[config.mk]
export PLATFORM = sky130hd
export DESIGN_NAME = pcs_scrambler_64
export DESIGN_NICKNAME = d
export VERILOG_FILES = /design/src/rtl/pcs25g_pkg.sv /design/src/rtl/pcs_fifo2.sv /design/src/rtl/pcs_scrambler_64.sv
export SDC_FILE = /design/constraint.sdc
export NUM_CORES = 1
export LEC_CHECK = 0
export CAP_MARGIN = 25
export CORE_MARGIN = 5
export CORE_UTILIZATION = 48
export DETAILED_ROUTE_END_ITERATION = 6
export PLACE_DENSITY_LB_ADDON = 0.2
export SLEW_MARGIN = 20
export SYNTH_ARGS = -nofsm -noshare
export SYNTH_HDL_FRONTEND = slang
export SYNTH_SLANG_ARGS = --single-unit
export TNS_END_PERCENT = 10
[constraint.sdc]
create_clock -name clk -period 5.9 [get_ports clk]
set_clock_uncertainty 0.15 [all_clocks]
set_input_delay 1.18 -clock clk [delete_from_list [all_inputs] [get_ports clk]]
set_output_delay 1.18 -clock clk [all_outputs]
set_load 0.02 [all_outputs]
[src/rtl/pcs25g_pkg.sv]
// Shared 25G PCS constants: scrambler polynomial, seed, gearbox sizes.
// Also holds the FIFO entry layout used between scrambler and gearbox.
package pcs25g_pkg;

  localparam int SCR_W     = 58;
  localparam int SCR_TAP_A = 39;
  localparam int SCR_TAP_B = 58;

  localparam logic [SCR_W-1:0] SCR_SEED_DEF =
    58'h3FF_FFFF_FFFF_FFFF;

  localparam int GB_IN_W  = 64;
  localparam int GB_OUT_W = 48;

  typedef struct packed {
    logic               err;
    logic [GB_IN_W-1:0] data;
  } scr_word_t;

endpackage

[src/rtl/pcs_fifo2.sv]
// Two-entry FIFO with 1-bit wrapping pointers and a saturating count.
// Ports: push/wdata in, pop/rdata out, count and empty status.
module pcs_fifo2 #(
  parameter int W = 65
) (
  input  logic         clk,
  input  logic         reset_n,
  input  logic         push,
  input  logic [W-1:0] wdata,
  input  logic         pop,
  output logic [W-1:0] rdata,
  output logic [1:0]   count,
  output logic         empty
);

  logic [W-1:0] mem [2];
  logic         wptr;
  logic         rptr;
  logic         push_ok;
  logic         pop_ok;

  assign push_ok = push && (count != 2'd2);
  assign pop_ok  = pop && (count != 2'd0);
  assign empty   = (count == 2'd0);
  assign rdata   = mem[rptr];

  always_ff @(posedge clk) begin
    if (!reset_n) begin
      wptr  <= 1'b0;
      rptr  <= 1'b0;
      count <= 2'd0;
    end else begin
      if (push_ok) wptr <= ~wptr;
      if (pop_ok)  rptr <= ~rptr;
      case ({push_ok, pop_ok})
        2'b10:   count <= count + 2'd1;
        2'b01:   count <= count - 2'd1;
        default: count <= count;
      endcase
    end
  end

  always_ff @(posedge clk) begin
    if (push_ok) mem[wptr] <= wdata;
  end

endmodule

[src/rtl/pcs_scrambler_64.sv]
// 64-bit self-synchronous x^58+x^39+1 scrambler feeding the 64->48 gearbox.
// Ports: in_* upstream word, out_* to gearbox, out_idle/in_idle flow ctrl.
module pcs_scrambler_64
  import pcs25g_pkg::*;
#(
  parameter logic [SCR_W-1:0] SCR_SEED = SCR_SEED_DEF
) (
  input  logic               clk,
  input  logic               reset_n,
  input  logic               scr_enable,
  input  logic [GB_IN_W-1:0] in_data,
  input  logic               in_datavalid,
  input  logic               in_dataerror,
  output logic               out_idle,
  output logic [GB_IN_W-1:0] out_data,
  output logic               out_datavalid,
  output logic               out_dataerror,
  input  logic               in_idle,
  output logic               overflow
);

  localparam int XW = SCR_W + GB_IN_W;

  logic [SCR_W-1:0]   state;
  logic [GB_IN_W-1:0] scr;
  logic               idle_q;
  logic               accept;
  logic               drop;
  logic [1:0]         count;
  logic               empty;
  scr_word_t          wr_word;
  scr_word_t          rd_word;

  assign accept = in_datavalid && out_idle;
  assign drop   = in_datavalid && !out_idle;

  // x[SCR_W-1:0] is history, oldest bit at 0.
  // Output bit i sits at x[i+SCR_W], so taps
  // are simple backward offsets into x.
  always_comb begin
    logic [XW-1:0] x;
    x = '0;
    x[SCR_W-1:0] = state;
    for (int i = 0; i < GB_IN_W; i++) begin
      x[i+SCR_W] = in_data[i]
                 ^ x[i+SCR_W-SCR_TAP_A]
                 ^ x[i+SCR_W-SCR_TAP_B];
    end
    scr = x[XW-1:SCR_W];
  end

  always_ff @(posedge clk) begin
    if (!reset_n) begin
      state    <= SCR_SEED;
      overflow <= 1'b0;
      idle_q   <= 1'b1;
    end else begin
      if (accept && scr_enable)
        state <= scr[GB_IN_W-1:GB_IN_W-SCR_W];
      if (drop)
        overflow <= 1'b1;
      // Conservative: a slot is promised only
      // when the FIFO cannot be full next cycle.
      idle_q <= (count == 2'd0)
             || (count == 2'd1 && !accept);
    end
  end

  // Held low while in reset, ready as soon as
  // reset is released.
  assign out_idle = idle_q && reset_n;

  assign wr_word.err  = in_dataerror;
  assign wr_word.data = scr_enable ? scr : in_data;

  pcs_fifo2 #(
    .W($bits(scr_word_t))
  ) u_fifo (
    .clk    (clk),
    .reset_n(reset_n),
    .push   (accept),
    .wdata  (wr_word),
    .pop    (out_datavalid),
    .rdata  (rd_word),
    .count  (count),
    .empty  (empty)
  );

  assign out_datavalid = !empty && in_idle;
  assign out_data      = rd_word.data;
  assign out_dataerror = rd_word.err;

endmodule

### Word-level counts from Yosys, hierarchy flattened

Memory sizes are Yosys's and may differ from the RTL's. A register that Yosys moved wholly into a read port is not among the register bits.
Cells that the tools add are included.

* equal/unequal tests: 4
* $add $sub $neg: 2
* bitwise gates (word level): 130
* multiplexer cells: 6
* reduce and logical (&&, ||, !) cells: 15

Operators by type and width (number)
* 1-bit bitwise XOR: 128
* 64-bit 2-to-1 mux: 1
* 1-bit logical AND: 8
* 2-bit by 1-bit equality test with 1-bit output, second input constant: 2
* 1-bit 2-to-1 mux: 4
* 2-bit one-hot mux with 2 select lines: 1
* 2-bit nonzero test: 2
* 1-bit logical NOT: 3
* 2-bit by 1-bit adder with 2-bit output, second input constant: 1
* 2-bit equality test, second input constant: 1
* 2-bit logical NOT: 1
* 2-bit inequality test, second input constant: 1
* 1-bit NOT: 2
* 2-bit by 1-bit subtractor with 2-bit output, second input constant: 1
* 1-bit logical OR: 1

* memories kept: 1
* word-level logic and storage cells: 164
* RAM bits: 130
* flip-flop bits (word level): 64
* output and inout port bits: 68

Memories
* u_fifo.mem: words 2, width 65, read ports 1, clocked after memory_dff 1, write ports 1, line pcs_fifo2.sv:16 `logic [W-1:0] mem [2];`

### Logic depth before layout (Yosys ltp)

* depth after elaboration: 6
* depth in mapped cells: 7

### Modules after synthesis

From an unflattened synthesis, not the netlist that was laid out.

* cells, all modules: 706
* area, all modules: 9237.6 um2

By module, submodules not included
* pcs_fifo2: seq. area each 4003.8 um2, instances 1, cells an instance 227, area an instance 4913.5 um2
* pcs_scrambler_64: seq. area each 1201.2 um2, instances 1, cells an instance 479, area an instance 4324.1 um2

### Least setup slack after synthesis

OpenSTA, ideal clock, no wires.

* path kind: input -> register
* from: input port reset_n
* to: memory u_fifo.mem[0][0], enable pin
* path slack: 881 ps
* setup time: 490 ps
* stages: 3
* data required time: 5260 ps
* arrival time: 4379 ps
* cell sequence: and2_1 -> nand3b_1 -> nor2_1

* longest elaborated chain between the ends: 5

Ends and longest elaborated chain
* from (decl): line pcs_scrambler_64.sv:9 `input logic reset_n,`
* 1-bit logical AND: line pcs_scrambler_64.sv:71 `assign out_idle = idle_q && reset_n;`
* 1-bit logical AND: line pcs_scrambler_64.sv:34 `assign accept = in_datavalid && out_idle;`
* 1-bit logical AND: line pcs_fifo2.sv:22 `assign push_ok = push && (count != 2'd2);`
* 1-bit 2-to-1 mux: line pcs_fifo2.sv:44 `if (push_ok) mem[wptr] <= wdata;`
* 1-bit 2-to-1 mux (not written as such): line pcs_fifo2.sv:44
* to (decl): line pcs_fifo2.sv:16

No other way between the ends.

### Worst setup path after layout

* from: input port in_idle
* to: output port out_datavalid

* longest elaborated chain between the ends: 1

Ends and longest elaborated chain
* from (decl): line pcs_scrambler_64.sv:18 `input logic in_idle,`
* 1-bit logical AND: line pcs_scrambler_64.sv:89 `assign out_datavalid = !empty && in_idle;`
* to (decl): line pcs_scrambler_64.sv:16 `output logic out_datavalid,`

No other way between the ends.

==> out/results.ini <==
[power_and_ir_drop]
switching_share_pct=30.49
power.leakage_nw=4.168
powerDensity_nw_per_um2=369.2
p_comb_share_pct=33.3
pwr-share-seq_pct=41.4
net-switching-power_w=0.001289
p_int_w=0.002939
irDropWorstVdd_mv=0.2508
total_power_w=0.004227
clock_power_share_pct=25.3

[drt]
via_per_inst=4.999
firstDrtPassIters=4
drc=0
via_count=5544
wl_per_cell_um=18.14
first_iter_violations=350
antenna_left=0
wirelength_um=20120

[critical_path]
worstPathArrival_ns=2.56
critPathRequiredTime_ns=4.57
crit_slowest_cell=clkdlybuf4s50_1
crit_path_max_incr_delay_ns=0.67
worst_setup_path_end_kind=output port
cp-start-kind=input port
path_class=in -> out
path_buf_inv=2
ff2ff_setup_slack_ns=3.14
critPathMostFrequentCell=clkdlybuf4s50_1
cp_top_family=buffers and inverters
crit_chain=clkdlybuf4s50_1, nor2b_1, clkdlybuf4s50_1
crit_fanout=3

[floorplanning]
ios=138
die_area_sq_um=22160
core_sq_um=18830
initial_core_util_pct=49.16
die_w_um=148.9
die_h_um=148.9
num_rows=50

[logic_synthesis]
syn_inst=707
synthesis.nets=781
ys_ff_latch=195
syn_area_per_cell_sq_um=13.09
yosysSeqAreaShare_pct=56.23
synth.cell_area_sq_um=9256
yosys_warnings=0
synth_cell_types=22

[placement]
post-place-ws_ns=2.009
gp_congestion=0.8436
dp.cells=1076
placement.io_buffers=137
hpwl_um=14360

[layout]
final_cell_mix=135 x clkdlybuf4s50_1, 134 x xnor2_1, 130 x edfxtp_1, 125 x nand2_1, 65 x mux2_2
final_net_count=910
synthToLayoutAreaGrowth_pct=23.70
num_antenna_cells=0
final_common_cell=clkdlybuf4s50_1
stdcell_count=1109
drive_gt1_share_pct=14.72

[clock_network]
worstSkewPairLatency_ns=0.43
cts_buffers=17
cts_max_level=4
clockBufferDepth=2
post_cts_resized=0
post_cts_buffers=0
clkTransAtPathRegs_ns=0.07
cts_tree=done
clock_sinks=195
holdBufCountCts=0
root_buffer=clkbuf_16

[grt]
grt_busiest_layer=met2
met2_usage_pct=31.26
track_usage_pct=18.59
grt_pass1_vias=5787
grt_max_degree=117
antenna_found_initial=0
grtUsageMet3_pct=3.494
use_met1_pct=24.86
grt_first_pass_wirelength_um=31430
grt_overflow=0

[sta]
worst_slack_ns=2.011
fin_crit_ns=3.889
max_freq_mhz=257.1
setup_viol=0
maxSlewHeadroom_pct=46.34
period_share_pct=65.92
tightest_slew_ns=0.8048
tns_ns=0
rsz0062_at_grt=no
finalHoldViolations=0
final_max_slew_viol_count=0

[run]
cap_viol_max_count=0

[hold_path]
hp-class=reg -> reg

[status]
outcome=completed

[routing by layer]
metal	vias up	wire length [um]	share of wire, %
met3	17	840	4.2
li1	2709	-	-
met5	-	0	0
met4	0	228	1.1
met1	2693	9076	45
met2	125	9975	50
[power by group through the flow]
stage,logic (W),clock network (W),registers (W)
floorplan,0.000925,0,0.00174
global placement,0.00136,0,0.00179
detailed placement,0.00138,0,0.00180
CTS,0.00139,0.00109,0.00177
global route,0.00151,0.00115,0.00177
finish,0.00141,0.00107,0.00175
[synth_stat cells]
cell      count  share of area [%]
inv_1         3               0.12
buf_1         1              0.041
edfxtp_1    130                 42
nor2_1        2              0.081
xnor2_1     134                 13
dfxtp_1      65                 14
nand3b_1      2               0.16
buf_2        11               0.59
xor2_1       47                4.4
xnor2_2      13                2.3
nand2_1     125                5.1
nor2b_1       2               0.14
mux2_2       65                7.9
ha_1          4               0.54
nand3_1       1              0.054
o21a_1        2               0.16
o21ai_0       1              0.054
xnor3_1      13                3.2
o211ai_1     53                4.3
and2_1        6               0.41
clkbuf_1     22               0.89
o211ai_2      5               0.68
[through the flow]
stage	hold slack, ns	instance area, sq um	utilization [%]
floorplan	0.3266	9256	-
global route	0.3688	11450	60.80
global placement	0.3038	10880	57.75
finish	0.3203	11450	60.80
CTS	0.3265	11420	60.64
detailed placement	0.3028	10880	57.75
[state kept, by name, indices dropped and copies added, names as in the netlist, named ones only]
signal / flops
idle_q: 1
overflow: 1
state: 58
u_fifo.count: 2
u_fifo.mem: 130
u_fifo.rptr: 1
u_fifo.wptr: 1
[final cells by class]
class,instances,area (sq um)
Multi-Input combinational cell,475,3926
Timing Repair Buffer,144,1438
Fill cell,1485,7381
Sequential cell,195,5206
Tap cell,260,325.3
Clock inverter,13,110.1
Clock buffer,19,432.9
Inverter,3,11.26
[worst reg2reg max path: stages, from the launching register on]
cell      delay, ns
dfxtp_1        0.37
inv_1          0.08
ha_1           0.21
nand3b_1       0.31
nor2_4         0.56
buf_4          0.63
[path summary, 6_finish.rpt]
kind                                 startpoint           endpoint  depth (start not counted)
worst min-delay path                   overflow           overflow                          1
worst max register to register  u_fifo.count[0]  u_fifo.mem[0][58]                          5
worst max-delay path                    in_idle      out_datavalid                          3
worst min register to register         overflow           overflow                          1
[cell families (layout without fill, tap and decap cells)]
group | Yosys count | after routing | share of synthesized area, %
AOI/OAI and AO/OA | 61 | 61 | 5.190
xor gates and xnor gates | 207 | 207 | 22.57
DFF | 195 | 195 | 56.23
and+or+nand+nor | 138 | 138 | 5.907
muxes | 65 | 65 | 7.908
adders and majority gates | 4 | 4 | 0.5407
buffers and inverters | 37 | 179 | 1.649
No activity file was read; power rests on OpenSTA's default activity.
